--- src/rtl/cv32e40px_ifetch_arbiter.sv ---
// Round-robin arbiter that shares the single instruction-side OBI port between
// the prefetch buffer (requester 0) and a secondary fetcher (requester 1).
// An address phase that is not granted straight away is locked (HOLD) until it
// is granted. Every granted transaction's owner goes into an in-order routing
// FIFO, so each response is steered back to the requester that issued it.
module cv32e40px_ifetch_arbiter #(
  parameter int unsigned MAX_OUTSTANDING = 2
) (
  input  logic        clk,
  input  logic        rst_n,

  input  logic        m0_req_i,
  input  logic [31:0] m0_addr_i,
  output logic        m0_gnt_o,
  output logic        m0_rvalid_o,
  output logic [31:0] m0_rdata_o,
  output logic        m0_err_o,

  input  logic        m1_req_i,
  input  logic [31:0] m1_addr_i,
  output logic        m1_gnt_o,
  output logic        m1_rvalid_o,
  output logic [31:0] m1_rdata_o,
  output logic        m1_err_o,

  output logic        instr_req_o,
  output logic [31:0] instr_addr_o,
  input  logic        instr_gnt_i,
  input  logic        instr_rvalid_i,
  input  logic [31:0] instr_rdata_i,
  input  logic        instr_err_i,

  output logic        busy_o,
  output logic        protocol_err_o
);

  localparam int unsigned PTR_W = (MAX_OUTSTANDING > 1) ? $clog2(MAX_OUTSTANDING) : 1;
  localparam int unsigned CNT_W = $clog2(MAX_OUTSTANDING + 1);
  localparam logic [PTR_W-1:0] PTR_LAST = PTR_W'(MAX_OUTSTANDING - 1);
  localparam logic [CNT_W-1:0] CNT_MAX  = CNT_W'(MAX_OUTSTANDING);

  typedef enum logic {
    ARB  = 1'b0,
    HOLD = 1'b1
  } state_e;

  state_e                     state_q, state_d;
  logic                       last_id_q, last_id_d;
  logic                       hold_id_q, hold_id_d;
  logic                       perr_q, perr_d;

  logic [MAX_OUTSTANDING-1:0] fifo_q;
  logic [PTR_W-1:0]           wptr_q, wptr_d;
  logic [PTR_W-1:0]           rptr_q, rptr_d;
  logic [CNT_W-1:0]           cnt_q, cnt_d;

  logic                       sel_vld;
  logic                       sel_id;
  logic                       sel_req;
  logic                       fifo_full;
  logic                       fifo_empty;
  logic                       grant;
  logic                       push;
  logic                       pop;
  logic                       head_id;

  assign fifo_full  = (cnt_q == CNT_MAX);
  assign fifo_empty = (cnt_q == '0);
  assign head_id    = fifo_q[rptr_q];

  // Requester selection: locked to hold_id in HOLD, round-robin on ties in ARB.
  always_comb begin
    sel_vld = 1'b0;
    sel_id  = 1'b0;
    if (state_q == HOLD) begin
      sel_vld = 1'b1;
      sel_id  = hold_id_q;
    end else if (m0_req_i && m1_req_i) begin
      sel_vld = 1'b1;
      sel_id  = ~last_id_q;
    end else if (m0_req_i) begin
      sel_vld = 1'b1;
      sel_id  = 1'b0;
    end else if (m1_req_i) begin
      sel_vld = 1'b1;
      sel_id  = 1'b1;
    end
    sel_req = sel_id ? m1_req_i : m0_req_i;
  end

  // Memory-side address phase and requester-side grant/response steering.
  // Grants are masked while rst_n is low so no requester sees a handshake
  // that the routing FIFO cannot record.
  always_comb begin
    instr_req_o    = sel_vld && sel_req && !fifo_full;
    instr_addr_o   = '0;
    if (sel_vld) begin
      instr_addr_o = sel_id ? m1_addr_i : m0_addr_i;
    end
    grant          = instr_req_o && instr_gnt_i && rst_n;
    push           = grant;
    pop            = instr_rvalid_i && !fifo_empty;

    m0_gnt_o       = grant && !sel_id;
    m1_gnt_o       = grant &&  sel_id;
    m0_rvalid_o    = pop && !head_id;
    m1_rvalid_o    = pop &&  head_id;
    m0_rdata_o     = instr_rdata_i;
    m1_rdata_o     = instr_rdata_i;
    m0_err_o       = instr_err_i && m0_rvalid_o;
    m1_err_o       = instr_err_i && m1_rvalid_o;

    busy_o         = !fifo_empty || m0_req_i || m1_req_i;
    protocol_err_o = perr_q;
  end

  // Arbiter next state: lock on an ungranted request, release on its grant.
  always_comb begin
    state_d   = state_q;
    hold_id_d = hold_id_q;
    last_id_d = last_id_q;
    unique case (state_q)
      ARB: begin
        if (instr_req_o && !instr_gnt_i) begin
          state_d   = HOLD;
          hold_id_d = sel_id;
        end
      end
      HOLD: begin
        if (grant) begin
          state_d = ARB;
        end
      end
      default: state_d = ARB;
    endcase
    if (grant) begin
      last_id_d = sel_id;
    end
  end

  // Routing FIFO pointers/count; pointers wrap at MAX_OUTSTANDING, not at 2^PTR_W.
  always_comb begin
    wptr_d = wptr_q;
    rptr_d = rptr_q;
    cnt_d  = cnt_q;
    perr_d = perr_q;
    if (push) begin
      wptr_d = (wptr_q == PTR_LAST) ? '0 : wptr_q + 1'b1;
    end
    if (pop) begin
      rptr_d = (rptr_q == PTR_LAST) ? '0 : rptr_q + 1'b1;
    end
    unique case ({push, pop})
      2'b10:   cnt_d = cnt_q + 1'b1;
      2'b01:   cnt_d = cnt_q - 1'b1;
      default: cnt_d = cnt_q;
    endcase
    if (instr_rvalid_i && fifo_empty) begin
      perr_d = 1'b1;
    end
  end

  // Control state registers.
  always_ff @(posedge clk or negedge rst_n) begin
    if (!rst_n) begin
      state_q   <= ARB;
      last_id_q <= 1'b1;
      hold_id_q <= 1'b0;
      wptr_q    <= '0;
      rptr_q    <= '0;
      cnt_q     <= '0;
      perr_q    <= 1'b0;
    end else begin
      state_q   <= state_d;
      last_id_q <= last_id_d;
      hold_id_q <= hold_id_d;
      wptr_q    <= wptr_d;
      rptr_q    <= rptr_d;
      cnt_q     <= cnt_d;
      perr_q    <= perr_d;
    end
  end

  // Owner storage; entries are only read while the count says they are valid.
  always_ff @(posedge clk) begin
    if (push) begin
      fifo_q[wptr_q] <= sel_id;
    end
  end

endmodule

--- config.mk ---
export PLATFORM = sky130hd
export DESIGN_NAME = cv32e40px_ifetch_arbiter
export DESIGN_NICKNAME = d
export VERILOG_FILES = /design/src/rtl/cv32e40px_ifetch_arbiter.sv
export SDC_FILE = /design/constraint.sdc
export NUM_CORES = 1
export LEC_CHECK = 0
export BUFFER_PORTS_ARGS = -buffer_cell sky130_fd_sc_hd__buf_4
export CAP_MARGIN = 15
export CORE_UTILIZATION = 25
export CTS_BUF_LIST = sky130_fd_sc_hd__clkbuf_8 sky130_fd_sc_hd__clkbuf_16
export DETAILED_ROUTE_END_ITERATION = 10
export PLACE_DENSITY = 0.72
export SLEW_MARGIN = 20
export SYNTH_ARGS = -nofsm -noshare
export SYNTH_HDL_FRONTEND = slang
export SYNTH_SLANG_ARGS = --single-unit
--- constraint.sdc ---
create_clock -name clk -period 4.8 [get_ports clk]
set_input_delay 0 -clock clk [delete_from_list [all_inputs] [get_ports clk]]
set_output_delay 0 -clock clk [all_outputs]
set_load 0.005 [all_outputs]
After elaboration in Yosys (flattened, before gate mapping)
Cells that the tools add are included.
Operators by class
  add/subtract/negate cells: 4
  order comparisons: 3
  equal/unequal tests: 3
  multiplexer cells: 21
  bitwise logic cells: 2
  reduce and logical (&&, ||, !) cells: 25
Operator list (number)
  $mux 32: 2
  $logic_and 1x1->1: 15
  $mux 1: 15
  $logic_not 1->1: 5
  $eq 2x2->1 const B: 2
  $lt 1x2->1 const B: 2
  $pmux 2 s2: 1
  $add 1x1->1 const B: 2
  $add 2x1->2 const B: 1
  $bwmux 2: 1
  $eq 2x1->1 const B: 1
  $logic_not 2->1: 1
  $logic_or 1x1->1: 2
  $not 1->1: 2
  $pmux 1 s2: 1
  $reduce_and 2->1: 1
  $reduce_bool 2->1: 1
  $sub 2x1->2 const B: 1
  $demux 1 s1: 1
  $ge 1x1->1 const B: 1
Storage, ports and cells
  register bits: 10
  output and inout bits: 105
  word-level logic and storage cells: 66

Logic depth before layout (Yosys ltp)
  depth after elaboration: 11
  mapped depth: 7

Worst setup path after synthesis
Ideal clock, no wire load.
  kind: register to register
  from: reg cnt_q[1]
  to: reg cnt_q[1]
  library setup time: 0.079 ns
  arrival time: 1.552 ns
  required time: 4.721 ns
  slack: 3.168 ns
  cell stages (with the launch flop): 7
  clock period less this slack: 1.632 ns
  cell sequence: dfrtp_1 > nor2b_1 > a211oi_2 > nand3_1 > ha_1 > nor2_1 > xor2_1
On the way
  word-level cells in the longest chain between the ends: 7
  elaborated cells on any way between the ends: 14
  those cells by class: add/sub (2); eq/ne (3); mux (1); reduce/logical (8)
Ends and longest elaborated chain
  start, declared: RTL line 55  | logic [CNT_W-1:0] cnt_q, cnt_d;
  start signal, assigned: RTL line 179  | cnt_q <= cnt_d;
  $eq 2x2->1 *: RTL line 67  | assign fifo_full = (cnt_q == CNT_MAX);
  $logic_not 1->1 *: RTL line 95  | instr_req_o = sel_vld && sel_req && !fifo_full;
  $logic_and 1x1->1 *: RTL line 95
  named net instr_req_o: RTL line 26  | output logic instr_req_o,
  $logic_and 1x1->1 * (2 in a row): RTL line 100  | grant = instr_req_o && instr_gnt_i && rst_n;
  $eq 2x1->1 / $eq 2x2->1 (equally long branches): RTL line 153  | unique case ({push, pop})
  $pmux 2 s2 / $reduce_bool 2->1 (equally long branches)
The timed path passes the listed nets; every way through them passes the cells marked *.
A chain may end at the register's enable or synchronous reset.

Final worst setup path
  from: reg last_id_q
  to: out instr_addr_o[15]
On the way
  word-level cells in the longest chain between the ends: 5
Ends and longest elaborated chain
  start, declared: RTL line 48  | logic last_id_q, last_id_d;
  start signal, assigned: RTL line 175  | last_id_q <= last_id_d;
  $not 1->1: RTL line 80  | sel_id = ~last_id_q;
  $mux 1: RTL line 78  | end else if (m0_req_i && m1_req_i) begin
  $mux 1: RTL line 75  | if (state_q == HOLD) begin
  $mux 32: RTL line 98  | instr_addr_o = sel_id ? m1_addr_i : m0_addr_i;
  $mux 32: RTL line 97  | if (sel_vld) begin
  end, declared: RTL line 27  | output logic [31:0] instr_addr_o,
No other way between the ends.

==> results.toml <==
[clocking]
clock_sinks = 10
htreeDepth = 1
cts_made_buffers = 3
clk_latency_ns = 0.23
cts-root-buf = "clkbuf_8"
cts_tree = "done"
path_clk_slew_ns = 0.05
cts_max_path_buffers = 2
post_cts_buffers = 0

[layout]
syn_to_final_growth_pct = 29.8
fin_area_mm2 = 0.00203
drive_gt1_share_pct = 49.8
diodes = 0
finalNetCount = 348
instances_no_fill = 318

[sta]
fin_tns_setup_ns = 0
hold_viol = 0
slew_viol_final = 0
rsz0062_at_grt = "no"
final.setup_skew_ns = 0.00533
setup_viol_count_final = 0
clock.fmax_mhz = 412
period_minus_slack_ns = 2.43
slew_headroom_pct = 34.8
post-route-period-util_pct = 50.5
worstMarginPinSlew_ns = 0.972

[setup_path]
crit_path_max_incr_delay_ns = 0.57
slowest_stage = "a21boi_4"
worst_ep_arrival_time_ns = 2.43
end_kind = "output pin"
critPathKind = "flip-flop to output pin"
cp_common_cell = "buf_4"
setup.worst_path.start_class = "flip-flop"
crit_chain = "nand2_1 > a21boi_4 > buf_4 > mux2i_1 > nor2_1 > buf_4"
worstReg2RegStart = "cnt_q[1]"
crit_fanout = 19
critPathLaunch = "last_id_q"
cp.required_ns = 4.80

[global_route]
antenna_found_initial = 0
grt_max_degree = 20
grt_pass1_vias = 1173
track_usage_pct = 11.5
grt_pass1_wl_mm = 5.69
grt-ovfl-total = 0

[pwr]
p_int_mw = 0.572
power_frac_seq_pct = 17.4
finalPower_mw = 0.948
clockPowerShare_pct = 9.1
leakagePower_nw = 1.07
combPwrFrac_pct = 73.4
swShare_pct = 39.7
p_per_area_mw_per_mm2 = 467
power_switching_mw = 0.376
vdd_drop_max_v = 0.000262

[hold_path]
hp-start = "instr_rdata_i[5]"
hp-class = "input port to output pin"

[detailed_routing]
drt-total-wl_mm = 4.37
drtIter0Drc = 52
drc_errors = 0
ant_nets = 0
wl_met3_um = 423
vias_per_cell = 4.31
routed-via-count = 1371
route.top_layer_used = "met4"
wl_met2_mm = 2.39
wl_per_cell_um = 13.7
first_pass_iters = 4
wl_met1_mm = 1.52

[floorplanning]
pin_count = 208
die_x_um = 81.1
rows = 28
start_util_pct = 26.1
dieHeight_um = 81.1
dieArea_mm2 = 0.00658
core_mm2 = 0.00599

[placement]
dp.cells = 311
portBuffers = 111
dp_hpwl_mm = 3.68
place.gp.congestion = 0.765
placed_cell_area_mm2 = 0.00195

[synth]
synth_seq_cells = 10
synthDistinctLibCells = 29
syn_area_mm2 = 0.00156
syn-num-nets = 298
syn_area_per_cell_um2 = 8.06
ys_warn_count = 0
yosysSeqAreaShare_pct = 16.7
netlist_instances = 194

[flow_run]
maxCapViolations = 0

[run_status]
status = "completed"
[synthesized netlist by cell type]
master,n,area share (%)
clkbuf_1,2,0.48
o21ai_0,3,0.96
buf_4,64,31
nor3_1,1,0.32
nor2b_1,2,0.80
nand2b_1,1,0.40
ha_1,1,0.80
dfrtp_1,7,11
o31ai_1,1,0.48
a21boi_2,1,0.72
buf_12,3,3.8
mux2i_1,35,22
a41oi_1,1,0.56
nand2_1,6,1.4
xnor2_1,4,2.2
nor2b_2,1,0.56
a211oi_2,1,0.80
and3_1,3,1.2
dfstp_2,1,1.7
buf_2,1,0.32
nand3_1,2,0.64
edfxtp_1,2,3.8
nor2_1,42,10
a21oi_1,1,0.32
a21o_1,1,0.48
buf_6,1,0.72
inv_1,4,0.96
a21boi_0,1,0.48
xor2_1,1,0.56
[logic make-up after synthesis]
kind of cell | Yosys count | synth area share [%]
DFF | 10 | 16.7
and+or+nand+nor | 58 | 15.4
buffers and inverters | 75 | 37.0
adders and majority gates | 1 | 0.800
AOI/OAI and AO/OA | 10 | 4.80
muxes | 35 | 22.4
xor gates and xnor gates | 5 | 2.80
[per-stage QoR]
stage	util [%]	hold slack [ns]	setup WS, ns
5_1_grt	33.9	0.00000906	2.21
4_1_cts	33.9	0.0000507	2.34
6_report	33.9	0.00000303	2.37
3_3_place_gp	32.6	-0.165	2.63
3_5_place_dp	32.6	-0.163	2.60
2_1_floorplan	-	-0.296	3.17
[cells in the final DEF, fill, tap and decap left out]
| cell | count |
|---|---|
| a21oi_1 | 1 |
| and3_1 | 3 |
| nand2_1 | 6 |
| a21o_1 | 1 |
| nor3_2 | 1 |
| dfstp_2 | 1 |
| a41oi_1 | 1 |
| nand3_1 | 2 |
| inv_1 | 5 |
| nor2b_2 | 1 |
| xor2_1 | 1 |
| edfxtp_1 | 2 |
| mux2i_1 | 35 |
| o31ai_1 | 1 |
| dlygate4sd3_1 | 3 |
| dfrtp_1 | 7 |
| buf_4 | 113 |
| clkbuf_8 | 3 |
| a211oi_2 | 1 |
| nand2b_1 | 1 |
| a21boi_0 | 1 |
| nor2b_1 | 2 |
| nor2_1 | 42 |
| o21ai_0 | 3 |
| xnor2_1 | 4 |
| a21boi_4 | 1 |
| ha_1 | 1 |
[path summary, 6_finish.rpt]
check                      slack [ns]  cells past startpoint               end
min in group asynchronous        0.13                      2            wptr_q
setup / recovery                 2.37                      6  instr_addr_o[15]
hold reg to reg                  0.47                      1    protocol_err_o
setup reg to reg                 3.01                      6          cnt_q[1]
max in group asynchronous        4.45                      2         last_id_q
hold / removal               0.000003                      0     m0_rdata_o[5]
[state kept, by name (all words and copies together) (netlist names)]
| name | count |
|---|---|
| cnt_q | 2 |
| fifo_q | 2 |
| hold_id_q | 1 |
| last_id_q | 1 |
| protocol_err_o | 1 |
| rptr_q | 1 |
| state_q | 1 |
| wptr_q | 1 |
[per-layer routing]
layer,vias up,global-route usage [%]
li1,667,-
met1,616,11.7
met2,84,21.8
met3,4,4.38
met4,0,2.32
met5,-,0
[layout make-up]
class                   instances  area [um^2]
clock inverters                 1         3.75
flip-flops and latches         10          262
well taps                      75         93.8
inverters                       4         15.0
repair buffers                116          878
fillers                       626         3960
multi-input cells             109          736
clock buffers                   3         41.3
[timing repair]
| action | 4_1_cts | 5_1_grt |
|---|---|---|
| gates resized for setup | 0 | 0 |
| hold buffers | 3 | 0 |
| hold endpoints to repair | 10 | 0 |
[power by group through the flow]
stage                     clock network (mW)  registers, mW  logic [mW]
after floorplan                            0          0.156       0.520
after global placement                     0          0.163       0.689
after detailed placement                   0          0.166       0.702
after CTS                             0.0895          0.165       0.707
after global routing                  0.0950          0.169       0.761
final                                 0.0864          0.165       0.696
[worst max-delay path, delay by kind of cell, from the launching register on]
family | cells | cell delay (ns)
buffers and inverters | 2 | 0.57
AO/OA/AOI/OAI | 1 | 0.57
flip-flops | 1 | 0.53
multiplexers | 1 | 0.33
AND/OR/NAND/NOR | 2 | 0.19
Power figures use the tool's default switching activity.
